--- src/rtl/alu_acc_ctrl.sv ---
`default_nettype none
// ============================================================================
// Module  : alu_acc_ctrl
// Brief   : Registered accumulator control stage around a 4-bit add/sub/or/and
//           ALU with valid/ready command and result handshakes.
// Revision: 1.0
// ============================================================================
module alu_acc_ctrl #(
  parameter int WIDTH = 4,
  parameter int CNT_W = 8
) (
  input  logic             clk,
  input  logic             rst,
  input  logic             cmd_valid,
  output logic             cmd_ready,
  input  logic [1:0]       cmd_op,
  input  logic             cmd_load,
  input  logic [WIDTH-1:0] cmd_b,
  output logic [1:0]       alu_s,
  output logic [WIDTH-1:0] alu_a,
  output logic [WIDTH-1:0] alu_b,
  input  logic [WIDTH-1:0] alu_out,
  output logic             res_valid,
  input  logic             res_ready,
  output logic [WIDTH-1:0] res_data,
  output logic             res_zero,
  output logic [WIDTH-1:0] acc,
  output logic [CNT_W-1:0] op_count
);

  typedef enum logic [1:0] {
    IDLE = 2'd0,
    EXEC = 2'd1,
    DONE = 2'd2
  } state_t;

  state_t           r_state;
  logic [1:0]       r_op;
  logic [WIDTH-1:0] r_b;
  logic             r_load;
  logic [WIDTH-1:0] r_acc;
  logic [WIDTH-1:0] r_res_data;
  logic             r_res_zero;
  logic             r_res_valid;
  logic [CNT_W-1:0] r_op_count;

  logic [WIDTH-1:0] w_result;
  logic             w_cmd_fire;

  // A load bypasses the ALU so the accumulator can be seeded without a prior clear.
  assign w_result   = r_load ? r_b : alu_out;
  assign w_cmd_fire = cmd_valid && cmd_ready;

  always_ff @(posedge clk) begin
    if (rst) begin
      r_state     <= IDLE;
      r_op        <= 2'b00;
      r_b         <= '0;
      r_load      <= 1'b0;
      r_acc       <= '0;
      r_res_data  <= '0;
      r_res_zero  <= 1'b0;
      r_res_valid <= 1'b0;
      r_op_count  <= '0;
    end else begin
      case (r_state)
        IDLE: begin
          if (w_cmd_fire) begin
            r_op    <= cmd_op;
            r_b     <= cmd_b;
            r_load  <= cmd_load;
            r_state <= EXEC;
          end
        end
        EXEC: begin
          r_acc       <= w_result;
          r_res_data  <= w_result;
          r_res_zero  <= (w_result == '0);
          r_res_valid <= 1'b1;
          r_op_count  <= r_op_count + 1'b1;
          r_state     <= DONE;
        end
        DONE: begin
          if (res_ready) begin
            r_res_valid <= 1'b0;
            r_state     <= IDLE;
          end
        end
        default: begin
          r_state     <= IDLE;
          r_res_valid <= 1'b0;
        end
      endcase
    end
  end

  // Gated by rst so no command is acknowledged in a cycle that will be reset.
  assign cmd_ready = (r_state == IDLE) && !rst;

  assign alu_s     = r_op;
  assign alu_a     = r_acc;
  assign alu_b     = r_b;
  assign res_valid = r_res_valid;
  assign res_data  = r_res_data;
  assign res_zero  = r_res_zero;
  assign acc       = r_acc;
  assign op_count  = r_op_count;

endmodule
`default_nettype wire

--- config.mk ---
export PLATFORM = sky130hd
export DESIGN_NAME = alu_acc_ctrl
export DESIGN_NICKNAME = d
export VERILOG_FILES = /design/src/rtl/alu_acc_ctrl.sv
export SDC_FILE = /design/constraint.sdc
export NUM_CORES = 1
export LEC_CHECK = 0
export ABC_CLOCK_PERIOD_IN_PS = 2000
export CORE_ASPECT_RATIO = 1.1
export CORE_UTILIZATION = 43
export CTS_BUF_LIST = sky130_fd_sc_hd__clkbuf_8
export DETAILED_ROUTE_END_ITERATION = 10
export PLACE_DENSITY = 0.81
export SYNTH_ARGS = -nofsm -noshare
export SYNTH_HDL_FRONTEND = slang
export SYNTH_SLANG_ARGS = --single-unit
--- constraint.sdc ---
create_clock -name clk -period 2 [get_ports clk]
set_clock_uncertainty 0.2 [all_clocks]
set_input_delay 0.5 -clock clk [delete_from_list [all_inputs] [get_ports clk]]
set_output_delay 0.5 -clock clk [all_outputs]
set_load 0.1 [all_outputs]
==> metrics.md <==
| Metric | Value |
|---|---|
| Final period util | 0.945 |
| Setup TNS | 0 ns |
| Post-cts resize count | 1 |
| Buffers on Ports | 43 |
| Fmax | 529 MHz |
| Final setup fails | 0 |
| Largest family of logic cells by synthesized area | simple AND/OR/NAND/NOR gates |
| Compound-gate portion of the synthesized area | 0.0961 |
| Sw Ratio | 0.369 |
| Synth cell types | 29 |
| Drt pass-1 iters | 4 |
| Synth Flop Type | dfxtp_1 |
| Post-synth EDFFs | 0 |
| Post-synthesis simple-gate area fraction | 0.212 |
| GRT overflow | 0 |
| Vias in the first global route | 936 |
| Final WL | 2380 um |
| Combinational Power Share | 0.357 |
| Synth Register Bits | 23 |
| Run status | complete, no violations |
| Crit. End Element | output port |
| TritonCTS buffer count | 3 |
| Number of H-tree levels | 1 |
| Half-perimeter wire length after placement | 1880 um |
| Worst Setup Start Kind | input pin |
| Pin count of the biggest net entering global routing | 24 |
| Leak Pwr | 0.650 nW |
| Bufs on Longest Clock Path | 2 |
| Layout cell share with drive strength beyond 1 | 0.340 |
| I/O Pins | 44 |
| Total routing usage reported by global routing | 0.206 |
| Critical path peak fanout | 3 |
| R2R Path End | op_count[4] |
| Routed vias | 926 |
| Hold endpoint | res_zero |
| Die area | 0.00256 sq mm |
| RSZ-0062 raised after global routing | no |
| Avg Cell Area, Syn | 9.32 sq um |
| Area of the core | 0.00223 sq mm |
| Starting DRT DRC Count | 7 |
| Row count | 18 |
| Fin area | 0.00177 sq mm |
| Synth-to-Final Area Change | 74.6% |
| Critical path class | input pin to output port |
| Xor-xnor portion of the synthesized cell area | 0.0172 |
| Die W | 48.3 um |
| Pwr dens | 699 mW/mm^2 |
| Hold depth | 2 |
| Reg2Reg Setup Slack | 0.35 ns |
| N_diodes | 0 |
| First-pass GRT wire length | 3980 um |
| TritonCTS clock tree | done |
| Signal arrival time at the worst endpoint | 1.19 ns |
| Worst-path clk slew | 0.08 ns |
| Worst Path Required | 1.30 ns |
| Clock root cell | clkbuf_8 |
| Switching pwr | 0.458 mW |
| Ranking of synthesized cells by area | dfxtp_1, mux2i_1, buf_4 |
| Initial antenna violation count | 0 |
| Mux contribution to synthesized area | 0.119 |
| Worst hold path startpoint | res_zero |
| Initial Util | 0.456 |
| Final ANT Viol Nets | 0 |
| Worst-skew pair later-pin latency | 0.26 ns |
| WHS | 0.303 ns |
| P_int | 0.783 mW |
| Worst slew margin | 0.744 |
| Final hold vios | 0 |
| Final Core Density | 0.796 |
| Pre-CTS setup slack | -0.117 ns |
| Sequential share of power | 0.419 |
| Worst Hold Class | register to register |
| Synthesis warning total | 0 |
| Commonest non-fill, non-tap cell in the layout | buf_12 |
| Hold-fix buffers, CTS | 0 |
| Worst slew pin tran | 0.383 ns |
| Adder-Cell Fraction of Synth Area | 0.0123 |
| Post-Synthesis Cells | 109 |
| Final RePlAce weighted congestion | 0.765 |
| Worst vdd ir | 0.517 mV |
| Largest area contributor in the netlist | dfxtp_1 |
| Area of the mapped netlist | 0.00102 sq mm |
| Clock power share | 0.224 |
| Post-route setup slack | 0.110 ns |
| Routed vias/inst | 5.32 |
| Placed Instance Area | 0.00173 sq mm |
| Most frequent cells in the layout | buf_12, nor2_1, dfxtp_1 |
| Clock Sinks | 23 |
| Post-synthesis sequential area ratio | 0.453 |
| Post-synth top area share | 0.453 |
| Min cycle time layout | 1.89 ns |
| # Post-CTS Setup Buffers | 0 |
| Ys async rst share | 0 |
| Die height | 53.0 um |
| Final Max Slew Viols | 0 |
| Worst r2r path cells | 3 |
| DR DRC count | 0 |
| Final net count | 161 |
| Max-cap viol count | 0 |
| DR WL/cell | 13.6 um |
| FF-to-FF Start | r_state[0] |
| Post-Syn Nets | 125 |
[per-layer routing]
layer  global-route usage  part of all wire  wire [um]  up-vias
li1                     -                 -          -      443
met1                0.192              0.37        883      438
met2                0.411              0.54       1290       36
met3               0.0517             0.057        136        9
met4                0.123             0.027         65        0
met5                    0                 0          0        -
[final cells by class]
type | instances | area (sq um)
clock buffers | 3 | 41.3
clock inverters | 1 | 3.75
fillers | 132 | 455
inverters | 1 | 3.75
multi-input cells | 71 | 482
flip-flops and latches | 23 | 472
well taps | 30 | 37.5
repair buffers | 45 | 734
[worst max-delay path by stage]
stage / startpoint / end / slack, ns
floorplan: rst / cmd_ready / -0.27
global placement: rst / cmd_ready / -0.1
detailed placement: rst / cmd_ready / -0.12
CTS: rst / cmd_ready / 0.11
global route: rst / cmd_ready / 0.06
finish: rst / cmd_ready / 0.11
[cell usage after synthesis, types with 4 or more instances]
cell type,n
a211oi_1,4
a21oi_1,7
buf_4,9
clkbuf_1,4
dfxtp_1,23
mux2i_1,11
nand2_1,4
nor2_1,17
[power groups by stage]
| stage | clock [mW] | combinational [mW] | sequential (mW) |
|---|---|---|---|
| 2_1_floorplan | 0 | 0.185 | 0.626 |
| 3_3_place_gp | 0 | 0.437 | 0.529 |
| 3_5_place_dp | 0 | 0.444 | 0.530 |
| 4_1_cts | 0.285 | 0.445 | 0.520 |
| 5_1_grt | 0.306 | 0.458 | 0.524 |
| 6_report | 0.278 | 0.443 | 0.520 |
[worst max-delay path: stages]
cell	delay (ns)
dlygate4sd2_1	0.28
nor3_4	0.21
buf_12	0.20
[stage by stage]
step,power (mW),std cells
4_1_cts,1.25,174
5_1_grt,1.29,174
6_report,1.24,174
3_3_place_gp,0.966,170
3_5_place_dp,0.974,170
2_1_floorplan,0.812,109
[logic make-up (layout without fill, tap and decap cells)]
group                    Yosys count  count (layout)
adder cells (fa/ha/maj)            1               1
flip-flops                        23              23
AND/OR/NAND/NOR                   40              40
multiplexers                      12              12
buffers and inverters             15              50
XOR/XNOR                           2               2
AO/OA/AOI/OAI                     16              16
[state kept, by name, indices dropped and copies added (netlist names)]
signal     count
res_valid      1
r_load         1
alu_s          2
r_state        2
op_count       8
alu_b          4
res_zero       1
res_data       4
Power figures use the tool's default switching activity.
